`config.mk`:
```
export PLATFORM = sky130hd
export DESIGN_NAME = fifo_wr_ctrl
export DESIGN_NICKNAME = d
export VERILOG_FILES = /design/src/rtl/fifo_wr_ctrl.sv
export SDC_FILE = /design/constraint.sdc
export NUM_CORES = 1
export LEC_CHECK = 0
export CAP_MARGIN = 25
export CORE_ASPECT_RATIO = 0.6
export CORE_UTILIZATION = 43
export CTS_BUF_LIST = sky130_fd_sc_hd__clkbuf_2
export CTS_CLUSTER_SIZE = 10
export DETAILED_ROUTE_END_ITERATION = 6
export PLACE_DENSITY = 0.76
export SYNTH_ARGS = -nofsm -noshare
export SYNTH_HDL_FRONTEND = slang
export SYNTH_SLANG_ARGS = --single-unit
```
`constraint.sdc`:
```
create_clock -name wr_clk -period 2.4 [get_ports wr_clk]
set_input_delay 0.24 -clock wr_clk [delete_from_list [all_inputs] [get_ports wr_clk]]
set_output_delay 0.24 -clock wr_clk [all_outputs]
set_load 0.1 [all_outputs]
```
`src/rtl/fifo_wr_ctrl.sv`:
```
// Write-side controller of a dual-clock FIFO: write pointer (binary + Gray),
// memory write gating, and pessimistic full / almost-full / level flags.
module fifo_wr_ctrl #(
    parameter int ASIZE     = 4,
    parameter int AF_THRESH = (1 << ASIZE) - 2
) (
    input  logic             wr_clk,
    input  logic             wr_rst,
    input  logic             wr_en,
    input  logic [ASIZE:0]   r2w_ptr,
    input  logic             ovf_clr,
    output logic [ASIZE:0]   wr_ptr,
    output logic [ASIZE-1:0] waddr,
    output logic             wclken,
    output logic             wr_full,
    output logic             wr_almost_full,
    output logic [ASIZE:0]   wr_count,
    output logic             wr_overflow
);

    localparam logic [ASIZE:0] AF_LEVEL = AF_THRESH[ASIZE:0];

    function automatic logic [ASIZE:0] bin2gray(input logic [ASIZE:0] b);
        return (b >> 1) ^ b;
    endfunction

    function automatic logic [ASIZE:0] gray2bin(input logic [ASIZE:0] g);
        logic [ASIZE:0] b;
        b[ASIZE] = g[ASIZE];
        for (int i = ASIZE - 1; i >= 0; i--) begin
            b[i] = b[i+1] ^ g[i];
        end
        return b;
    endfunction

    logic [ASIZE:0] wbin_r;
    logic [ASIZE:0] wbin_nxt_s;
    logic [ASIZE:0] wgray_nxt_s;
    logic [ASIZE:0] rbin_s;
    logic [ASIZE:0] level_nxt_s;
    logic [ASIZE:0] full_gray_s;

    // Write gate: forced low while reset is held so nothing reaches memory.
    assign wclken = wr_en & ~wr_full & ~wr_rst;
    assign waddr  = wbin_r[ASIZE-1:0];

    // Next pointer and flag terms; the fresh write and the synced read pointer meet here.
    always_comb begin
        wbin_nxt_s  = wbin_r + {{ASIZE{1'b0}}, wclken};
        wgray_nxt_s = bin2gray(wbin_nxt_s);
        rbin_s      = gray2bin(r2w_ptr);
        level_nxt_s = wbin_nxt_s - rbin_s;
        full_gray_s = {~r2w_ptr[ASIZE:ASIZE-1], r2w_ptr[ASIZE-2:0]};
    end

    // Pointer, flag and sticky overflow registers.
    always_ff @(posedge wr_clk or posedge wr_rst) begin
        if (wr_rst) begin
            wbin_r         <= {(ASIZE+1){1'b0}};
            wr_ptr         <= {(ASIZE+1){1'b0}};
            wr_full        <= 1'b0;
            wr_almost_full <= 1'b0;
            wr_count       <= {(ASIZE+1){1'b0}};
            wr_overflow    <= 1'b0;
        end else begin
            wbin_r         <= wbin_nxt_s;
            wr_ptr         <= wgray_nxt_s;
            wr_full        <= (wgray_nxt_s == full_gray_s);
            wr_almost_full <= (level_nxt_s >= AF_LEVEL);
            wr_count       <= level_nxt_s;
            // A rejected write outranks a simultaneous clear.
            if (wr_en && wr_full) begin
                wr_overflow <= 1'b1;
            end else if (ovf_clr) begin
                wr_overflow <= 1'b0;
            end else begin
                wr_overflow <= wr_overflow;
            end
        end
    end

endmodule
```
* Yosys cells after proc, flatten, opt, wreduce, memory -nomap -nowiden *
Index checks and enable logic that the tools add are counted.

word-level totals
  output and inout port bits = 18
  word-level logic and storage cells = 24
  input port bits = 9
  register bits after elaboration = 18

operators by class
  mux-type cells = 2
  reductions and logical operators = 2
  equal/unequal tests = 1
  add/sub/neg operators = 2
  bitwise gates (word level) = 10
  order comparisons = 1

operator list
  kind                number
  $add 5x1->5         1
  $eq 5x5->1          1
  $ge 5x4->1 const B  1
  $sub 5x5->5         1
  $xor 4x5->5         1
  $xor 1x1->1         4
  $and 1x1->1         2
  $mux 1              2
  $not 1->1           2
  $not 2->2           1
  $reduce_bool 2->1   1
  $logic_and 1x1->1   1

* Logic depth before layout (Yosys ltp) *
Gate-level depths: netlist of run 1.

  depth in word-level cells = 6
  mapped depth = 10
  depth with buffers taken out = 10

* Worst setup path after synthesis of run 1 *
OpenSTA, ideal clock, no wires.

  path type = register to register
  start = register wr_full
  end = register wr_almost_full
  arrival = 5.061 ns
  stages on the path, launching flop included = 10
  path buffers = 0
  path slack = -2.809 ns
  required time = 2.253 ns
  clock period less this slack = 5.209 ns
  setup time = 0.147 ns
  path through = dfrtp_1 > nor3b_1 > ha_1 > ha_1 > xor2_1 > ha_1 > nor2b_1 > o21ai_0 > a21o_1 > o311ai_0

between the ends
  cells in the longest elaborated chain, start to end = 6

ends and longest elaborated chain
  item                       RTL line  RTL
  start: declaration         15        output logic wr_full,
  start signal: assignment   68        wr_full <= (wgray_nxt_s == full_gray_s);
  $not 1->1                  44        assign wclken = wr_en & ~wr_full & ~wr_rst;
  $and 1x1->1 (2 in series)  44
  named net wclken           14        output logic wclken,
  $add 5x1->5                49        wbin_nxt_s = wbin_r + {{ASIZE{1'b0}}, wclken};
  named net wbin_nxt_s[2]    37        logic [ASIZE:0] wbin_nxt_s;
  $sub 5x5->5                52        level_nxt_s = wbin_nxt_s - rbin_s;
  $ge 5x4->1                 69        wr_almost_full <= (level_nxt_s >= AF_LEVEL);
  end signal: assignment     69
  end: declaration           16        output logic wr_almost_full,

The timed path passes the listed nets, and every way through them passes these cells.
A chain may end at the register's enable or synchronous reset.

* Final worst setup path of run 1 *
  start = register wr_full
  end = register wr_almost_full

between the ends
  cells in the longest elaborated chain, start to end = 6

ends and longest elaborated chain
  item                       RTL line
  $not 1->1                  44
  $and 1x1->1 (2 in series)  44
  $add 5x1->5                49
  named net wbin_nxt_s[1]    37
  $sub 5x5->5                52
  $ge 5x4->1                 69

The timed path passes the listed nets, and every way through them passes these cells.

==> impl_metrics.ini, run 1 <==
[timing]
slew_headroom_pct = 57.9
tightest_slew_ns = 0.631
skew_ns = 0.000904
setup_slack_ns = -0.0151
min_period_over_period_pct = 101
final-hold-violation-count = 0
setup_violations = 2
period_needed_ns = 2.42
rsz0062_at_grt = yes
max_freq_mhz = 414
maxSlewViolCount = 0

[final_layout]
drive_above_1_share_pct = 48.2
postLayoutCellArea_mm2 = 0.00158
syn2layout_area_growth_pct = 64.5
fillCellCount = 117
final_nets = 157
n_antenna_cell = 0

[logic_synthesis]
synthTopCellsByArea = dfrtp_1 (44%), ha_1 (9.1%), xnor2_1 (8.2%)
synthArstFlopShare_pct = 100
avgSynthCellArea_um2 = 11.3
ys_types = 26
synth_edf_count = 0
synth_most_common_cell = dfrtp_1
syn_inst = 85
syn_area_um2 = 960
yosys.area.top_type = dfrtp_1
ys_ff_latch = 17
yosysSeqAreaShare_pct = 44.3
synthFlopType = dfrtp_1
synth_top_area_share_pct = 44.3
yosysWarnings = 0
syn-num-nets = 102
ys_top_cells_by_count = dfrtp_1 (17), inv_1 (10), xnor2_1 (9)

[floorplan]
die_w_um = 63.0
io_pins = 27
initial_core_util_pct = 48.8
dieArea_mm2 = 0.00243
coreArea_mm2 = 0.00197
chipHeight_um = 38.6
num_rows = 12

[clock_tree]
htreeDepth = 1
clock-sinks = 17
clock-root-buffer = clkbuf_2
cts_tree = built
clk_pin_slew_worst_paths_ns = 0.15
cts_buffers = 3
cts_buffer_depth = 2
clkLatencyLatePin_ns = 0.31

[placed_design]
portBuffers = 26
dpl.hpwl_um = 1770
placed_area_mm2 = 0.00143
gp_congestion = 0.824

[outcome]
outcome = finished with violations
failed_checks = setup timing

[critical_path]
worst_setup_path_start_kind = flip-flop
crit_required_ns = 2.60
cp_max_fo = 5
worst_r2r_path_depth = 9
path_class = reg2reg
critPathArrivalTime_ns = 2.62
end_kind = flip-flop

[drt]
first_iter_violations = 31
dr.pass1.iters = 4
via_count = 824
antenna_left = 0
wl_per_cell_um = 15.3
drc = 0
totalWireLength_um = 2550
viasPerCell = 4.93

[global_routing]
grt_max_degree = 18
grt_pass1_vias = 797
grt_pass1_wl_um = 3770
track_usage_pct = 22.1
grt_remaining_overflow = 0
antenna_found_initial = 0

[job]
max_cap_viol_count = 0

[min_path]
hp-class = in2async
-- critical path: stages (launching register included) --
cell and delay (ns):
dfrtp_4 0.53, nor3b_4 0.27, ha_4 0.23, xnor2_2 0.16, inv_1 0.12, ha_1 0.30
nor2b_1 0.13, o21ai_1 0.19, nor3b_4 0.26, o311ai_1 0.12
-- state kept, by name (all words and copies together), names as in the netlist --
signal	count
wbin_r	5
wr_almost_full	1
wr_count	5
wr_full	1
wr_overflow	1
wr_ptr	4
-- cell usage in the layout (no fill, tap or decap), types with 2 or more instances in the layout --
master / instances
dfrtp_1: 16
nor2b_1: 2
nor3b_4: 2
nand2_1: 3
buf_4: 41
ha_1: 2
xnor2_2: 4
clkdlybuf4s50_1: 7
inv_1: 10
xor2_1: 4
xnor2_1: 5
o21ai_1: 2
xor2_2: 3
o21ai_0: 3
xnor3_1: 2
ha_4: 4
clkbuf_2: 3
nor2_1: 3
-- per-layer routing --
layer	track usage, %	wire [µm]
met1	26.7	1080
met2	38.2	1240
met3	7.06	150
met4	7.56	87
met5	0	0
-- what timing repair did --
action | in CTS | in global routing
pin swaps | 7 | 5
resized for setup | 5 | 7
hold endpoints to repair | 0 | 0
hold buffers | 0 | 0
setup endpoints to repair | 4 | 4
buffers inserted | 4 | 3
-- path summary, 6_finish.rpt --
kind                              from        endpoint  slack [ns]
max                            wr_full  wr_almost_full       -0.02
min                             wr_rst       wbin_r[0]        0.40
max reg2reg                    wr_full  wr_almost_full       -0.02
min reg2reg                wr_overflow     wr_overflow        0.58
max in group asynchronous       wr_rst         wr_full        1.54
min in group wr_clk            ovf_clr     wr_overflow        0.50
-- final cells by class --
class	instances	area, µm²	area share (%)
inverters	10	37.5	2.38
repair buffers	50	407	25.8
well taps	28	35.0	2.22
flip-flops and latches	17	429	27.2
clock inverters	1	5.00	0.317
multi-input cells	58	651	41.2
clock buffers	3	15.0	0.951
-- stage by stage --
stage | utilization [%] | TNS [ns] | hold slack [ns] | cells | setup WS [ns]
finish | 80.3 | -0.0156 | 0.402 | 167 | -0.0151
floorplan | - | -5.00 | 0.166 | 85 | -0.803
detailed placement | 72.5 | -1.62 | 0.559 | 156 | -0.477
global placement | 72.5 | -1.30 | 0.520 | 156 | -0.415
CTS | 76.4 | -0.0123 | 0.428 | 164 | -0.00946
global route | 80.3 | -0.317 | 0.443 | 167 | -0.130
-- cells by family (layout without fill, tap and decap cells) --
logic type      Yosys count  in the layout  share of synthesized area [%]
buf+inv                  10             64                           3.91
simple gates             17             17                           9.91
flops                    17             17                           44.3
xor+xnor                 19             19                           20.2
fa+ha+maj                 8              8                           11.2
mux                       1              1                           1.04
compound gates           13             13                           9.39
Power of run 1 is not shown: default switching activity piles up to over one toggle a cycle in this logic, so the estimate is an artifact.
==> inputs of run 2 (changes only) <==
Settings changed: PLACE_DENSITY 0.76 to 0.73.
Clock period 2.4 ns to 2.3 ns, I/O delays scaled along.
==> impl_metrics.ini, run 2 (synthesis results as in run 1) <==
[drt]
first_iter_violations = 33
wl_per_cell_um = 16.6
via_count = 863
dr.pass1.iters = 4
totalWireLength_um = 2830
drc = 0
antenna_left = 0
viasPerCell = 5.05

[timing]
maxSlewViolCount = 0
skew_ns = 0.0217
tns_ns = -0.00989
setup_violations = 1
rsz0062_at_grt = yes
period_needed_ns = 2.31
min_period_over_period_pct = 100
max_freq_mhz = 433
tightest_slew_ns = 0.638
slew_headroom_pct = 57.4
final-hold-violation-count = 0
setup_slack_ns = -0.00989

[floorplan]
dieArea_mm2 = 0.00243
coreArea_mm2 = 0.00197
chipHeight_um = 38.6
initial_core_util_pct = 48.8
die_w_um = 63.0
num_rows = 12
io_pins = 27

[placed_design]
dpl.hpwl_um = 1620
gp_congestion = 0.818
portBuffers = 26

[global_routing]
grt_max_degree = 18
busiest_layer = met2
track_usage_pct = 23.5
grt_pass1_wl_um = 3970
grt_use_met3_pct = 7.65
met1_usage_pct = 27.5
grt_use_met2_pct = 42.2
antenna_found_initial = 0
grt_pass1_vias = 828
grt_remaining_overflow = 0

[critical_path]
critPathArrivalTime_ns = 2.54
path_cells = nor3b_4 -> buf_6 -> ha_4 -> xnor2_4 -> inv_2 -> ha_4 -> nor2b_2 -> o21ai_2 -> nor3b_4 -> o311ai_2
cp_max_fo = 4
crit_required_ns = 2.53
reg2reg_from = wr_full
crit_start = wr_full
critPathSlowestCell = dfrtp_4
worst_setup_path_start_kind = flip-flop
end_kind = flip-flop
path_class = reg2reg
path_delay_family = simple AND/OR/NAND/NOR gates
crit_buf_inv = 2
slowest_delay_ns = 0.53

[final_layout]
final_nets = 161
drive_above_1_share_pct = 54.5
reg.largest.list = wbin_r (5), wr_count (5), wr_ptr (4)
final_common_cell = buf_4
fillCellCount = 101
syn2layout_area_growth_pct = 75.5
n_antenna_cell = 0
layout_common_cells = buf_4 (44), dfrtp_1 (16), inv_1 (9)

[clock_tree]
htreeDepth = 1
clock-sinks = 17
cts_tree = built
clock-root-buffer = clkbuf_2
clk_pin_slew_worst_paths_ns = 0.19
cts_buffer_depth = 2
cts_hold_buf = 0
cts_buffers = 3
clkLatencyLatePin_ns = 0.32

[job]
max_cap_viol_count = 0

[outcome]
outcome = finished with violations
failed_checks = setup timing

[min_path]
hp-class = in2async
==> run 2: worst paths after layout <==
| kind | end | cells past startpoint | slack (ns) |
|---|---|---|---|
| worst min-delay path | wbin_r[4] | 2 | 0.37 |
| worst max-delay path | wr_almost_full | 10 | -0.01 |
| max in group asynchronous | wr_full | 2 | 1.47 |
| min in group wr_clk | wr_overflow | 2 | 0.46 |
| worst max register to register | wr_almost_full | 10 | -0.01 |
| worst min register to register | wr_overflow | 2 | 0.56 |
==> run 2: per-stage QoR <==
step	area, µm²	utilization, %	std cells	hold slack [ns]	setup slack (ns)
after floorplan	1040	-	85	0.156	-0.903
after global placement	1430	72.9	157	0.515	-0.519
after detailed placement	1430	72.9	157	0.543	-0.611
after CTS	1580	80.3	167	0.396	-0.00902
after global routing	1680	85.6	171	0.433	-0.149
final	1680	85.6	171	0.367	-0.00989
==> run 2: metal layers <==
| layer | part of all wire [%] | up-vias |
|---|---|---|
| li1 | - | 401 |
| met5 | 0 | - |
| met3 | 4.9 | 8 |
| met4 | 2.2 | 0 |
| met2 | 51 | 34 |
| met1 | 42 | 420 |
==> run 2: area by class of cell <==
type,count,area [µm²],share of cell area (%)
Clock buffer,3,15.0,0.892
Clock inverter,1,5.00,0.297
Inverter,10,37.5,2.23
Multi-Input combinational cell,58,723,42.9
Sequential cell,17,429,25.5
Tap cell,28,35.0,2.08
Timing Repair Buffer,54,439,26.1
==> run 2: worst reg2reg max path, cell delays in order, from the launching register on <==
cell and delay (ns):
dfrtp_4 0.53, nor3b_4 0.19, buf_6 0.15, ha_4 0.18
xnor2_4 0.15, inv_2 0.09, ha_4 0.23, nor2b_2 0.15
o21ai_2 0.17, nor3b_4 0.26, o311ai_2 0.12
==> run 2: timing repair <==
action,CTS,global route
buffers inserted,6,4
pin swaps,10,13
endpoints found under the setup margin,4,4
gates resized for setup,15,11
Power of run 2 is left out for the same reason.
==> inputs of run 3 (changes only) <==
Settings changed: RECOVER_POWER from default to 50, SETUP_SLACK_MARGIN from default to 0.02.
==> impl_metrics.ini, run 3 (synthesis results as in run 1) <==
[timing]
skew_ns = 0.0191
final-hold-violation-count = 0
period_needed_ns = 2.29
min_period_over_period_pct = 99.7
slew_headroom_pct = 20.9
rsz0062_at_grt = yes
max_freq_mhz = 436
setup_violations = 0
tightest_slew_ns = 1.19
maxSlewViolCount = 0

[placed_design]
portBuffers = 26
placed_area_mm2 = 0.00143
dpl.hpwl_um = 1620
gp_congestion = 0.818

[global_routing]
antenna_found_initial = 0
grt_pass1_wl_um = 3970
grt_remaining_overflow = 0
grt_max_degree = 18
track_usage_pct = 23.5
grt_pass1_vias = 828

[floorplan]
coreArea_mm2 = 0.00197
num_rows = 12
initial_core_util_pct = 48.8
die_w_um = 63.0
dieArea_mm2 = 0.00243
io_pins = 27
chipHeight_um = 38.6

[clock_tree]
htreeDepth = 1
cts_tree = built
clk_pin_slew_worst_paths_ns = 0.19
clkLatencyLatePin_ns = 0.32
clock-root-buffer = clkbuf_2
cts_buffers = 3
clock-sinks = 17
cts_hold_buf = 0
cts_buffer_depth = 2

[drt]
antenna_left = 0
viasPerCell = 4.88
dr.pass1.iters = 4
first_iter_violations = 22
via_count = 835
drc = 0
totalWireLength_um = 2630
wl_per_cell_um = 15.4

[critical_path]
path_class = reg2reg
critPathSlowestCell = dfrtp_4
worst_setup_path_start_kind = flip-flop
path_cells = nor3b_4 -> buf_6 -> ha_4 -> ha_4 -> and4b_1 -> o21a_1 -> or3_1 -> a2111oi_2
slowest_delay_ns = 0.53
cp_max_fo = 4
worst_r2r_path_depth = 8
crit_required_ns = 2.53
critPathArrivalTime_ns = 2.52
r2r-end = wr_full
reg2reg_slack_ns = 0.007
end_kind = flip-flop
cpMostUsedCell = ha_4
reg2reg_from = wr_full

[final_layout]
reg.largest.list = wbin_r (5), wr_count (5), wr_ptr (4)
postLayoutCellArea_mm2 = 0.00168
layout_common_cells = buf_4 (37), dfrtp_1 (16), inv_1 (9)
drive_above_1_share_pct = 49.7
n_antenna_cell = 0
final_common_cell = buf_4
multi_input_area_um2 = 743
syn2layout_area_growth_pct = 74.8
regArea_um2 = 429
fillCellCount = 111
final_nets = 161

[min_path]
hp-class = in2async

[outcome]
outcome = complete, no violations

[job]
max_cap_viol_count = 0
==> run 3: worst max path at each step <==
stage	slack, ns	to	startpoint	depth (start not counted)
after detailed placement	-0.61	wr_almost_full	r2w_ptr[4]	10
after global routing	-0.1	wr_almost_full	wr_full	9
final	0.007	wr_full	wr_full	8
after global placement	-0.52	wr_almost_full	r2w_ptr[4]	10
after CTS	-0.009	wr_full	wr_full	8
after floorplan	-0.90	wr_almost_full	wr_full	9
==> run 3: per-stage QoR <==
stage               std cells  worst slack [ns]  TNS (ns)  hold WS, ns  utilization (%)
floorplan                  85            -0.903     -6.38        0.156                -
detailed placement        157            -0.611     -2.01        0.543             72.9
CTS                       167          -0.00902   -0.0139        0.396             80.3
finish                    171           0.00716         0        0.372             85.3
global placement          157            -0.519     -1.72        0.515             72.9
global route              171           -0.0968    -0.172        0.432             85.3
==> run 3: cell type report <==
cell class | instances | share of cell area [%]
inverters | 10 | 2.24
multi-input cells | 58 | 44.3
flip-flops and latches | 17 | 25.6
clock inverters | 1 | 0.298
clock buffers | 3 | 0.895
well taps | 28 | 2.09
repair buffers | 54 | 24.6
==> run 3: per-layer routing <==
layer	global-route usage [%]	wire (µm)	vias to the layer above	share of wire [%]
li1	-	-	401	-
met1	27.5	1160	392	44
met2	42.2	1280	32	49
met3	7.65	129	10	4.9
met4	7.56	62	0	2.4
met5	0	0	-	0
==> run 3: what timing repair did <==
| action | 4_1_cts | 5_1_grt |
|---|---|---|
| resized for setup | 15 | 14 |
| endpoints found under the setup margin | 4 | 4 |
| pin swaps | 10 | 14 |
| buffers inserted | 6 | 4 |
==> run 3: worst max-delay path: cells and delay by family (launching register included) <==
| family | cells | cell delay [ns] |
|---|---|---|
| buf+inv | 1 | 0.15 |
| compound gates | 2 | 0.50 |
| fa+ha+maj | 2 | 0.30 |
| flops | 1 | 0.53 |
| simple gates | 3 | 0.71 |
Power of run 3 is left out for the same reason.
